<file path="config.mk">
export PLATFORM = sky130hd
export DESIGN_NAME = ttl_164_load_sequencer
export DESIGN_NICKNAME = d
export VERILOG_FILES = /design/src/rtl/ttl_164_load_sequencer.sv
export SDC_FILE = /design/constraint.sdc
export NUM_CORES = 1
export LEC_CHECK = 0
export BUFFER_PORTS_ARGS = -buffer_cell sky130_fd_sc_hd__buf_4
export CAP_MARGIN = 20
export CORE_AREA = 10 10 65 54
export DETAILED_ROUTE_END_ITERATION = 12
export DIE_AREA = 0 0 75 64
export GPL_TIMING_DRIVEN = 0
export PLACE_DENSITY = 0.81
export RECOVER_POWER = 50
export SYNTH_ARGS = -nofsm -noshare
export SYNTH_HDL_FRONTEND = slang
export SYNTH_SLANG_ARGS = --single-unit
</file>
<file path="constraint.sdc">
create_clock -name clk -period 1.8 [get_ports clk]
set_clock_uncertainty 0.15 [all_clocks]
set_input_delay 0.09 -clock clk [delete_from_list [all_inputs] [get_ports clk]]
set_output_delay 0.09 -clock clk [all_outputs]
set_load 0.03 [all_outputs]
</file>
<file path="src/rtl/ttl_164_load_sequencer.sv">
// Shares one 74164-style SIPO register between two load requesters and shifts each word in MSB-first.
// Define SEQ_ROUND_ROBIN_EN to arbitrate ties round-robin; the default is fixed priority to req0.
module ttl_164_load_sequencer #(
    parameter int NBITS = 8
) (
    input  logic             clk,
    input  logic             Reset_n,
    input  logic             Cen,
    input  logic             req0,
    input  logic [NBITS-1:0] data0,
    input  logic             req1,
    input  logic [NBITS-1:0] data1,
    output logic             ack0,
    output logic             ack1,
    output logic             ser_data,
    output logic             sh_cen,
    output logic             mr_n,
    output logic             busy,
    output logic             grant,
    output logic             done
);

    localparam int CW = (NBITS > 1) ? $clog2(NBITS) : 1;
    localparam logic [CW-1:0] LAST_IDX = CW'(NBITS - 1);

    typedef enum logic [2:0] {
        IDLE,
        CLEAR,
        WAIT,
        PULSE,
        DONE
    } state_t;

    state_t           state_q;
    logic [CW-1:0]    bitCnt_q;
    logic [NBITS-1:0] hold_q;
    logic             ack0_q;
    logic             ack1_q;
    logic             serData_q;
    logic             shCen_q;
    logic             mrN_q;
    logic             busy_q;
    logic             grant_q;
    logic             done_q;
    logic             pick1_d;

`ifdef SEQ_ROUND_ROBIN_EN
    // rrPtr_q names the requester that wins the next tie
    logic rrPtr_q;

    assign pick1_d = req1 & (~req0 | rrPtr_q);

    always_ff @(posedge clk or negedge Reset_n) begin
        if (!Reset_n) begin
            rrPtr_q <= 1'b0;
        end else if (state_q == IDLE && (req0 || req1)) begin
            rrPtr_q <= ~pick1_d;
        end
    end
`else
    assign pick1_d = req1 & ~req0;
`endif

    always_ff @(posedge clk or negedge Reset_n) begin
        if (!Reset_n) begin
            state_q   <= IDLE;
            bitCnt_q  <= '0;
            hold_q    <= '0;
            ack0_q    <= 1'b0;
            ack1_q    <= 1'b0;
            serData_q <= 1'b0;
            shCen_q   <= 1'b0;
            mrN_q     <= 1'b1;
            busy_q    <= 1'b0;
            grant_q   <= 1'b0;
            done_q    <= 1'b0;
        end else begin
            ack0_q  <= 1'b0;
            ack1_q  <= 1'b0;
            shCen_q <= 1'b0;
            done_q  <= 1'b0;
            unique case (state_q)
                IDLE: begin
                    if (req0 || req1) begin
                        hold_q  <= pick1_d ? data1 : data0;
                        ack0_q  <= ~pick1_d;
                        ack1_q  <= pick1_d;
                        grant_q <= pick1_d;
                        busy_q  <= 1'b1;
                        mrN_q   <= 1'b0;
                        state_q <= CLEAR;
                    end
                end
                CLEAR: begin
                    mrN_q    <= 1'b1;
                    bitCnt_q <= LAST_IDX;
                    state_q  <= WAIT;
                end
                WAIT: begin
                    if (Cen) begin
                        serData_q <= hold_q[bitCnt_q];
                        shCen_q   <= 1'b1;
                        state_q   <= PULSE;
                    end
                end
                // A Cen arriving here is dropped so sh_cen always has a low cycle between pulses
                PULSE: begin
                    if (bitCnt_q == '0) begin
                        done_q  <= 1'b1;
                        state_q <= DONE;
                    end else begin
                        bitCnt_q <= bitCnt_q - CW'(1);
                        state_q  <= WAIT;
                    end
                end
                DONE: begin
                    busy_q  <= 1'b0;
                    state_q <= IDLE;
                end
                default: state_q <= IDLE;
            endcase
        end
    end

    assign ack0     = ack0_q;
    assign ack1     = ack1_q;
    assign ser_data = serData_q;
    assign sh_cen   = shCen_q;
    assign mr_n     = mrN_q;
    assign busy     = busy_q;
    assign grant    = grant_q;
    assign done     = done_q;

endmodule
</file>
==> run summary <==
Relative slew slack: 23.00%
Final net count: 163
Clk buf depth: 2
Remaining antenna violation count: 0
Most frequent cells in the layout: 24 x buf_4, 21 x dfrtp_1, 20 x dlygate4sd3_1
Kind of critical path: input pin to flop
Synth Area in Compound Gates: 6.742%
Final total power: 2155 µW
Number of I/O pins: 29
Setup TNS: 0 ns
CP required: 1.85 ns
GPL Wtd Cong: 0.8249
Die Area: 4800 µm²
Top cells by area, synth: dfrtp_1 47%, mux2_4 11%, mux2_2 8.1%
Largest family of logic cells by synthesized area: multiplexers
Clock H-tree levels: 1
Period utilisation layout: 95.25%
CTS tree: yes
Avg Cell Area, Syn: 12.80 µm²
Core area: 2233 µm²
Starting Density: 49.86%
Share of the synthesized area in the top cell type: 47.19%
Pwr dens: 1375 nW/µm²
Sequential fraction of the synthesis area: 49.55%
Gate Count Post-Synth: 87
Syn. warnings: 0
Hold Path Class: flop to flop
Initial drt markers: 32
Synthesis-to-finish area growth: 40.67%
Vias/cell: 5.207
Worst Setup End Kind: flop
Hold violation count in the final report: 0
RSZ-0062 raised after global routing: no
Total gr overflow: 0
ANT cells: 0
DIE HEIGHT: 64 µm
Distinct cells, synth: 29
Cell area after synthesis: 1114 µm²
Vias in the first global route: 931
Max_cap viols: 0
Leading area contributor after synthesis: dfrtp_1
DRC violations left: 0
Clock root cell: clkbuf_4
# rows: 15
Port Buffer Count: 28
Clk Latency, worst-skew pair: 0.31 ns
Minimum clock period: 1.715 ns
Share of async-settable or async-resettable flops after synthesis: 100.0%
Global-route wire length before repair: 4422 µm
Num CTS Buffers: 3
CP arrival: 1.77 ns
Leakage: 0.0007379 µW
Slew Limit Fails: 0
Top fanout value on the critical path: 9
Syn_nets: 110
Total track usage: 11.71%
Peak VDD IR: 0.8181 mV
Main synth FF type: dfrtp_1
Post-Synth Adder-Cell Area: 2.247%
Hpwl dp: 1798 µm
Die width: 75 µm
Run status: finished, final reports clean
Achievable Freq: 583.2 MHz
Mux contribution to synthesized area: 25.39%
Vias: 854
Setup violators final: 0
Antenna violations before repair: 0
Post-synthesis simple-gate area fraction: 10.56%
Final WL: 2549 µm
Setup crit start kind: input pin
Clock tree sinks: 22
Most common cell after layout, fill and taps aside: buf_4
Clock slew at reported path FFs: 0.11 ns
Largest net degree at the start of global routing: 23
Layout cell share with drive strength beyond 1: 36.69%
Worst-Margin Slew: 1.155 ns
Routed len/inst: 15.54 µm
XOR/XNOR Fraction of Synth Area: 0%
#FFs+latches synth: 22
First-pass iteration count of the detailed router: 4
Post-synth EDFFs: 0
-- path summary, 6_finish.rpt --
path | start | to | depth (start not counted) | slack, ns
max | req0 | hold_q[7]$_DFFE_PN0P_ | 6 | 0.09
min | mr_n$_DFFE_PN1P_ | mr_n$_DFFE_PN1P_ | 2 | 0.33
max reg2reg | state_q[1]$_DFFE_PN0P_ | hold_q[7]$_DFFE_PN0P_ | 5 | 0.12
min reg2reg | mr_n$_DFFE_PN1P_ | mr_n$_DFFE_PN1P_ | 2 | 0.33
max in group asynchronous | Reset_n | bitCnt_q[0]$_DFFE_PN0P_ | 2 | 0.44
min in group asynchronous | Reset_n | ack0$_DFF_PN0_ | 2 | 0.37
-- metrics by stage --
step | worst slack [ns] | cells | util [%] | cell area (µm²) | hold WS (ns)
after floorplan | 0.2569 | 87 | - | 1114 | -0.3556
final | 0.08546 | 164 | 70.14 | 1567 | 0.3293
after CTS | 0.1235 | 164 | 70.81 | 1582 | 0.04141
after global placement | 0.1846 | 140 | 60.67 | 1355 | -0.1638
after global routing | 0.03060 | 164 | 70.14 | 1567 | 0.3511
after detailed placement | 0.1366 | 140 | 60.67 | 1355 | -0.1591
-- critical path, stage by stage --
cell	delay [ns]
dlygate4sd3_1	0.55
buf_4	0.15
nor2b_1	0.11
buf_2	0.25
mux2_2	0.37
mux2_4	0.25
-- cell type report --
| class | count | area [µm²] |
|---|---|---|
| repair buffers | 48 | 395.4 |
| flip-flops and latches | 22 | 551.8 |
| multi-input cells | 55 | 500.5 |
| inverters | 6 | 22.52 |
| well taps | 25 | 31.28 |
| fillers | 168 | 666.9 |
| plain buffers | 4 | 38.79 |
| clock buffers | 4 | 26.28 |
-- sequential cells by signal (all words and copies together) (netlist names) --
signal    cells
busy          1
hold_q        8
ser_data      1
grant         1
ack1          1
ack0          1
mr_n          1
sh_cen        1
state_q       3
bitCnt_q      3
done          1
-- Yosys cell counts, drive strengths merged (2+ instances only) --
master / instances
mux2: 16
a21oi: 2
nand2: 2
nor3: 3
nor2b: 4
ha: 2
o22ai: 2
mux2i: 5
buf: 4
dfrtp: 21
inv: 6
and2: 2
nor2: 5
-- report_power, final --
part,internal (µW),switching (µW),total [µW]
Combinational,572,505,1080
Sequential,711,136,847
Clock,86.7,144,231
Total,1370,784,2150
-- timing repair --
action / 4_1_cts / 5_1_grt
endpoints found under the hold margin: 34 / 0
resized for setup: 0 / 0
hold buffers: 20 / 0
buffers inserted: 0 / 0
-- layer usage --
layer / up-vias / track usage, % / share of wire, %
met2: 23 / 20.11 / 52
met4: 0 / 2.830 / 0.98
li1: 407 / - / -
met1: 420 / 13.21 / 40
met5: - / 0 / 0
met3: 4 / 4.475 / 6.4
-- cells by family (layout without fill, tap and decap cells) --
kind of cell             after synthesis  count (layout)
AO/OA/AOI/OAI                         11              11
adder cells (fa/ha/maj)                2               2
buffers and inverters                 10              62
flip-flops                            22              22
multiplexers                          22              22
AND/OR/NAND/NOR                       20              20
Power figures use the tool's default switching activity.
